## src/rtl/shreg_seq_ctrl.sv

```systemverilog
// Command sequencer for an 8-bit universal shift register: drives mode, parallel data and
// serial fill pins for a load/shift/rotate command, then pulses done.
module shreg_seq_ctrl #(
   parameter int unsigned WIDTH = 8,
   parameter int unsigned CNT_W = 3
) (
   input  logic             clock,
   input  logic             reset,
   input  logic             cmd_valid,
   output logic             cmd_ready,
   input  logic [2:0]       cmd_op,
   input  logic [CNT_W-1:0] cmd_amt,
   input  logic [WIDTH-1:0] cmd_data,
   input  logic             cmd_fill,
   output logic             busy,
   output logic             done,
   output logic             cmd_err,
   output logic             a0,
   output logic             a1,
   output logic [WIDTH-1:0] d,
   output logic             dl,
   output logic             dr,
   input  logic [WIDTH-1:0] q
);

   localparam logic [2:0] OpLoad = 3'd0;
   localparam logic [2:0] OpShl  = 3'd1;
   localparam logic [2:0] OpShr  = 3'd2;
   localparam logic [2:0] OpRol  = 3'd3;
   localparam logic [2:0] OpRor  = 3'd4;
   localparam logic [2:0] OpAsr  = 3'd5;

   typedef enum logic [1:0] {StIdle, StLoad, StShift, StDone} state_e;

   state_e             state_q, state_d;
   logic [2:0]         op_q, op_d;
   logic [CNT_W-1:0]   cnt_q, cnt_d;
   logic [WIDTH-1:0]   data_q, data_d;
   logic               fill_q, fill_d;
   logic               err_q, err_d;

   always_ff @(posedge clock) begin
      if (reset) begin
         state_q <= StIdle;
         op_q    <= OpLoad;
         cnt_q   <= '0;
         data_q  <= '0;
         fill_q  <= 1'b0;
         err_q   <= 1'b0;
      end else begin
         state_q <= state_d;
         op_q    <= op_d;
         cnt_q   <= cnt_d;
         data_q  <= data_d;
         fill_q  <= fill_d;
         err_q   <= err_d;
      end
   end

   always_comb begin
      state_d = state_q;
      op_d    = op_q;
      cnt_d   = cnt_q;
      data_d  = data_q;
      fill_d  = fill_q;
      err_d   = err_q;
      unique case (state_q)
         StIdle: begin
            if (cmd_valid) begin
               op_d   = cmd_op;
               data_d = cmd_data;
               fill_d = cmd_fill;
               err_d  = 1'b0;
               cnt_d  = '0;
               if (cmd_op == OpLoad) begin
                  state_d = StLoad;
               end else if (cmd_op > OpAsr) begin
                  err_d   = 1'b1;
                  state_d = StDone;
               end else if (cmd_amt == '0) begin
                  state_d = StDone;
               end else begin
                  cnt_d   = cmd_amt;
                  state_d = StShift;
               end
            end
         end
         StLoad: state_d = StDone;
         StShift: begin
            cnt_d = cnt_q - CNT_W'(1);
            if (cnt_q == CNT_W'(1)) state_d = StDone;
         end
         StDone: state_d = StIdle;
         default: state_d = StIdle;
      endcase
   end

   // Control outputs decode from registered state only.
   always_comb begin
      a0        = 1'b0;
      a1        = 1'b0;
      busy      = 1'b1;
      cmd_ready = 1'b0;
      done      = 1'b0;
      cmd_err   = 1'b0;
      unique case (state_q)
         StIdle: begin
            busy      = 1'b0;
            cmd_ready = 1'b1;
         end
         StLoad: begin
            a0 = 1'b1;
            a1 = 1'b1;
         end
         StShift: begin
            if (op_q == OpShl || op_q == OpRol) a1 = 1'b1;
            else                                a0 = 1'b1;
         end
         StDone: begin
            done    = 1'b1;
            cmd_err = err_q;
         end
         default: ;
      endcase
   end

   // Serial fill follows the live register output so rotates and ASR see each new value.
   always_comb begin
      dl = 1'b0;
      dr = 1'b0;
      case (op_q)
         OpShl:   dl = fill_q;
         OpRol:   dl = q[WIDTH-1];
         OpShr:   dr = fill_q;
         OpRor:   dr = q[0];
         OpAsr:   dr = q[WIDTH-1];
         default: ;
      endcase
   end

   assign d = data_q;

endmodule

```

## config.mk

```make
export PLATFORM = sky130hd
export DESIGN_NAME = shreg_seq_ctrl
export DESIGN_NICKNAME = d
export VERILOG_FILES = /design/src/rtl/shreg_seq_ctrl.sv
export SDC_FILE = /design/constraint.sdc
export NUM_CORES = 1
export LEC_CHECK = 0
export CAP_MARGIN = 20
export CELL_PAD_IN_SITES_DETAIL_PLACEMENT = 0
export CELL_PAD_IN_SITES_GLOBAL_PLACEMENT = 2
export CORE_ASPECT_RATIO = 0.8
export CORE_MARGIN = 4
export CORE_UTILIZATION = 23
export CTS_BUF_LIST = sky130_fd_sc_hd__clkbuf_4
export CTS_CLUSTER_SIZE = 28
export DETAILED_ROUTE_END_ITERATION = 10
export PLACE_DENSITY = 0.87
export SETUP_SLACK_MARGIN = 0.2
export SLEW_MARGIN = 20
export SYNTH_ARGS = -nofsm -noshare
export SYNTH_HDL_FRONTEND = slang
export SYNTH_SLANG_ARGS = --single-unit
```

## constraint.sdc

```tcl
create_clock -name clock -period 1.5 [get_ports clock]
set_input_delay 0.3 -clock clock [delete_from_list [all_inputs] [get_ports clock]]
set_output_delay 0.3 -clock clock [all_outputs]
set_load 0.005 [all_outputs]
```

==> run_results.csv, run 1 <==
group,metric,value,unit
worst_setup_path,cpPeakStageDelay,380,ps
logic_synthesis,avgSynthCellArea,7.99,um^2
worst_setup_path,critPathMaxFanout,6,
grt,antenna_found_initial,0,
clocking,htreeDepth,1,
routing,wl,3360,um
clocking,cts_buffers,3,
placed_design,io_buffers,35,
clocking,clock_path_buffers,2,
hold_path,whs_endpoint,"d[0]$_SDFFE_PP0P_",
final_layout,num_antenna_cells,0,
final_layout,layout.nets,217,
clocking,clkTransAtPathRegs,100,ps
worst_setup_path,path_class,"flop to flop",
timing,slew_headroom,0.725,
floorplan,start_util,0.241,
placed_design,dpl_cell_area,1480,um^2
worst_setup_path,crit_arrival,1800,ps
logic_synthesis,synth-seq-cells,18,
floorplan,die_h,64.8,um
logic_synthesis,synth_cell_types,28,
timing,rsz0062_at_grt,"true",
placed_design,dp_hpwl,2140,um
routing,wl_per_cell,14.2,um
worst_setup_path,reg2reg_to,"cnt_q[1]$_SDFFE_PP0P_",
worst_setup_path,crit_chain,"buf_6 -> ha_4 -> buf_4 -> buf_6 -> buf_6 -> mux2_4 -> o21ai_2 -> a31oi_1",
worst_setup_path,critPathSlowestCell,"dfxtp_4",
routing,drc_errors,0,
hold_path,hold_path_depth,2,
clocking,cts_tree,"done",
pwr,p_leak,0.796,nW
routing,ant_nets,0,
timing,worst_hold_slack,460,ps
timing,setup_violations,7,
timing,min_period,1620,ps
worst_setup_path,cp_common_cell,"buf_6",
clocking,clkSinkCount,18,
worst_setup_path,crit_family,"buffers and inverters",
grt,grt_pass1_wl,5040,um
final_layout,mostFrequentLayoutCells,"nand2_1, clkdlybuf4s50_1, buf_6",
timing,fin_crit_sh,1.08,
clocking,clockRootBuffer,"clkbuf_4",
worst_setup_path,crit_cells,8,
logic_synthesis,syn_area,927,um^2
status,violations,"setup timing",
pwr,p_per_area,1420,nW/um^2
hold_path,hp-start,"d[0]$_SDFFE_PP0P_",
final_layout,area_growth,103,%
timing,clock_skew,4.21,ps
worst_setup_path,cp.required,1680,ps
timing,timing.fmax,0.615,GHz
final_layout,fin_util,0.489,
status,status,"finished, violations left",
routing,vias,1085,
routing,avgViaCountPerCell,4.58,
worst_setup_path,regToRegStartpoint,"state_q[1]$_SDFFE_PP0P_",
timing,finalSetupTns,-641,ps
clocking,hold_buffers,0,
worst_setup_path,reg2reg_setup_slack,-120,ps
final_layout,design_area,1880,um^2
routing,first_pass_iters,4,
grt,grt_max_degree,14,
final_layout,drive_gt1_frac,0.555,
floorplan,core,3850,um^2
timing,worst_pin_slew,412,ps
timing,slew_viol_final,0,
floorplan,die_w,79.0,um
worst_setup_path,r2r_cells,8,
routing,drtIter0Drc,17,
run,cap_violations,0,
timing,setup_slack,-125,ps
final_layout,fill_cells,402,
pwr,peakVddDrop,563,uV
final_layout,final_common_cell,"nand2_1",
floorplan,die-area,5120,um^2
floorplan,pin_count,42,
floorplan,rows,20,
logic_synthesis,ys_seq_area_frac,0.389,
worst_setup_path,worstSetupStartpointType,"flop",
worst_setup_path,cp.buffers_inverters,4,
logic_synthesis,yosysWarnings,0,
grt,first_global_vias,1046,
logic_synthesis,synthesis.nets,149,
placed_design,gp_congestion,0.832,
grt,grt_remaining_overflow,0,
grt,grt_usage,0.123,
worst_setup_path,cp-end-kind,"flop",
timing,hold_viol_final,0,
hold_path,min_path_type,"flop to flop",
logic_synthesis,synth_cells,116,
clocking,worst_skew_pair.late_latency,290,ps
[logic make-up (layout without fill, tap and decap cells)]
group	after synthesis	count (layout)	share of synthesized area
xor gates and xnor gates	1	1	0.00945
muxes	3	3	0.0337
and+or+nand+nor	44	45	0.224
buffers and inverters	11	76	0.0459
DFF	18	18	0.389
adders and majority gates	7	7	0.0945
AOI/OAI and AO/OA	32	32	0.204
[synth_stat cells]
library cell	instances	area, um^2
inv_1	8	30.0
xor2_1	1	8.76
o22ai_1	1	6.26
o21ai_0	5	25.0
a31oi_1	1	6.26
or3_4	1	11.3
o21a_1	2	15.0
clkbuf_1	2	7.51
and2_1	2	12.5
o2111ai_1	1	8.76
mux2i_1	2	20.0
nand3_1	2	10.0
nor2_1	2	7.51
nand4bb_1	1	11.3
o211ai_1	1	7.51
mux2_2	1	11.3
o32ai_1	1	8.76
a21oi_1	17	85.1
a2111oi_0	1	8.76
nor2b_1	2	12.5
buf_2	1	5.00
or2_2	1	6.26
dfxtp_1	18	360
ha_1	7	87.6
a32oi_1	2	17.5
nand2_1	27	101
nand2b_1	4	25.0
nor3_1	2	10.0
[metrics by stage]
stage / power [mW] / std cells / setup WS, ps
after detailed placement: 1.76 / 221 / -332
after CTS: 2.32 / 231 / -123
after global routing: 2.84 / 237 / -185
final: 2.67 / 237 / -125
after floorplan: 1.22 / 116 / 201
after global placement: 1.72 / 221 / -338
[power breakdown]
group	switching [mW]	leakage (nW)	total (mW)	internal [mW]
Sequential	0.0994	0.153	0.710	0.611
Clock	0.148	0.0138	0.241	0.0933
Combinational	0.769	0.628	1.71	0.946
Total	1.02	0.796	2.67	1.65
[state kept, by name (all words and copies together), names as in the netlist]
signal / cells
d: 8
cnt_q: 3
op_q: 3
state_q: 2
err_q: 1
fill_q: 1
[worst reg2reg max path, stage by stage, from the launching register on]
cell	delay (ps)
dfxtp_4	380
buf_6	120
ha_4	160
buf_4	130
buf_6	100
buf_6	110
mux2_4	310
o21ai_2	130
a31oi_1	60
[how the worst max path moves through the flow]
stage	slack [ps]	to	start
floorplan	200	cnt_q[1]$_SDFFE_PP0P_	state_q[0]$_SDFFE_PP0P_
global placement	-340	dr	q[7]
detailed placement	-330	dr	q[7]
CTS	-120	a1	state_q[1]$_SDFFE_PP0P_
global route	-190	a1	state_q[1]$_SDFFE_PP0P_
finish	-120	cnt_q[1]$_SDFFE_PP0P_	state_q[1]$_SDFFE_PP0P_
[metal layers]
layer	track usage	vias up	part of all wire
li1	-	536	-
met1	0.158	520	0.43
met2	0.204	27	0.51
met3	0.0306	2	0.048
met4	0.0386	0	0.010
met5	0	-	0
[cell type report]
cell class / instances / area [um^2] / share of cell area
Tap cell: 55 / 68.8 / 0.0365
Clock buffer: 3 / 22.5 / 0.0120
Multi-Input combinational cell: 88 / 769 / 0.409
Sequential cell: 18 / 379 / 0.201
Inverter: 8 / 35.0 / 0.0186
Timing Repair Buffer: 65 / 608 / 0.323
[repair_timing]
action / 4_1_cts / 5_1_grt
setup buffers: 7 / 5
resized for setup: 97 / 39
cloned: 0 / 1
pin swaps: 12 / 20
endpoints found under the hold margin: 0 / 0
setup endpoints to repair: 34 / 26
(Power assumes the default switching activity.)
==> run 2, diff against run 1 <==
--- a/config.mk
+++ b/config.mk
@@ -16,2 +16,3 @@
 export DETAILED_ROUTE_END_ITERATION = 10
+export HOLD_SLACK_MARGIN = 0.02
 export PLACE_DENSITY = 0.87
==> constraint.sdc (replaced) <==
create_clock -name clock -period 1.5 [get_ports clock]
set_input_delay 0.15 -clock clock [delete_from_list [all_inputs] [get_ports clock]]
set_output_delay 0.15 -clock clock [all_outputs]
set_load 0.005 [all_outputs]
==> run_results.csv, run 2 (synthesis results as in run 1) <==
group,metric,value,unit
status,status,"completed",
worst_setup_path,cp-end-kind,"primary output",
timing,fin_crit_sh,0.970,
timing,slew_viol_final,0,
floorplan,pin_count,42,
timing,clock_skew,5.23,ps
routing,wl,3250,um
routing,ant_nets,0,
floorplan,rows,20,
timing,worst_pin_slew,492,ps
pwr,p_sw_frac,0.390,
grt,grt_max_degree,15,
floorplan,start_util,0.241,
hold_path,hold_path_depth,3,
timing,slew_headroom,0.671,
grt,grt_pass1_wl,4530,um
routing,drtIter0Drc,26,
worst_setup_path,critPathMaxFanout,3,
grt,antenna_found_initial,0,
placed_design,gp_congestion,0.850,
pwr,p_int,1.64,mW
final_layout,fin_cells,231,
floorplan,die_w,79.0,um
placed_design,io_buffers,35,
pwr,p_comb_frac,0.651,
clocking,cts_buffers,3,
final_layout,num_antenna_cells,0,
grt,first_global_vias,944,
routing,avgViaCountPerCell,4.52,
worst_setup_path,cp.required,1350,ps
hold_path,min_path_type,"input pin to flop",
pwr,power,2.70,mW
timing,rsz0062_at_grt,"true",
routing,wl_per_cell,14.1,um
clocking,clkSinkCount,18,
timing,setup_violations,0,
pwr,peakVddDrop,558,uV
routing,first_pass_iters,4,
floorplan,die_h,64.8,um
pwr,pwr-share-clk,0.087,
final_layout,mostFrequentLayoutCells,"clkdlybuf4s50_1, buf_4, a21oi_2",
clocking,cts_tree,"done",
final_layout,fill_cells,367,
clocking,clock_path_buffers,2,
clocking,hold_buffers,0,
clocking,worst_skew_pair.late_latency,290,ps
grt,grt_usage,0.113,
clocking,clkTransAtPathRegs,100,ps
timing,hold_viol_final,0,
pwr,p_leak,0.886,nW
final_layout,layout.nets,211,
worst_setup_path,r2r_cells,6,
final_layout,design_area,1940,um^2
placed_design,dpl.cell_count,216,
final_layout,multi_input_area,861,um^2
timing,setup_slack,45.3,ps
pwr,p_sw,1.05,mW
final_layout,final_common_cell,"clkdlybuf4s50_1",
worst_setup_path,crit_arrival,1300,ps
timing,timing.fmax,0.687,GHz
pwr,p_per_area,1390,nW/um^2
floorplan,die-area,5120,um^2
clocking,htreeDepth,1,
final_layout,drive_gt1_frac,0.591,
floorplan,core,3850,um^2
placed_design,dp_hpwl,2120,um
final_layout,register_area,380,um^2
run,cap_violations,0,
worst_setup_path,path_class,"flop to primary output",
worst_setup_path,worstSetupStartpointType,"flop",
clocking,clockRootBuffer,"clkbuf_4",
grt,grt_remaining_overflow,0,
pwr,seqPwrFrac,0.262,
final_layout,fin_util,0.503,
routing,drc_errors,0,
final_layout,area_growth,109,%
final_layout,largest_reg_flops,8,
placed_design,dp_slack,-92.4,ps
placed_design,dpl_cell_area,1450,um^2
timing,min_period,1450,ps
routing,vias,1045,
[run 2: changes by cell type in the layout (fill, tap and decap cells not counted), moves of 3 or more]
cell / delta
buf_6: -9
dlygate4sd2_1: -8
nand2_1: -8
dlymetal6s2s_1: +6
nand2_4: +6
a21oi_1: -3
a21oi_2: +3
[run 2: critical path, cell delays in order (launching register included)]
cell	delay (ps)
dfxtp_4	370
buf_6	120
ha_4	160
inv_2	60
nor2_2	30
o21a_1	170
buf_2	120
[run 2: worst paths after layout]
path                            slack, ps                     from                    end
worst max-delay path                   50  state_q[1]$_SDFFE_PP0P_                     a1
worst min-delay path                  450              cmd_data[4]      d[4]$_SDFFE_PP0P_
worst max register to register         80  state_q[1]$_SDFFE_PP0P_  cnt_q[2]$_SDFFE_PP0P_
worst min register to register        450        d[3]$_SDFFE_PP0P_      d[3]$_SDFFE_PP0P_
[run 2: through the flow]
stage	setup TNS [ps]	hold slack (ps)
finish	0	448
detailed placement	-284	448
CTS	0	379
global placement	-115	443
floorplan	0	219
global route	-46.3	427
[run 2: timing repair]
item	CTS	global route
hold endpoints to repair	0	0
gates cloned	0	1
setup endpoints to repair	30	32
gates resized for setup	73	75
pin swaps	8	22
setup buffers	5	6
[run 2: cell type report]
class                   count  share of cell area
well taps                  55              0.0355
clock buffers               3              0.0116
flip-flops and latches     18               0.196
repair buffers             59               0.295
multi-input cells          88               0.444
inverters                   8              0.0181
[run 2: power by group through the flow]
stage | sequential (mW) | combinational (mW) | clock, mW
3_5_place_dp | 0.684 | 1.05 | 0
2_1_floorplan | 0.670 | 0.552 | 0
3_3_place_gp | 0.674 | 1.01 | 0
6_report | 0.706 | 1.76 | 0.234
5_1_grt | 0.723 | 1.89 | 0.272
4_1_cts | 0.698 | 1.31 | 0.250
[run 2: metal layers]
metal  wire length (um)  track usage  vias up  share of wire
met5                  0            0        -              0
met4                 52       0.0408        0          0.016
met3                127       0.0306        4          0.039
met2               1680        0.184       23           0.52
met1               1390        0.144      494           0.43
li1                   -            -      524              -
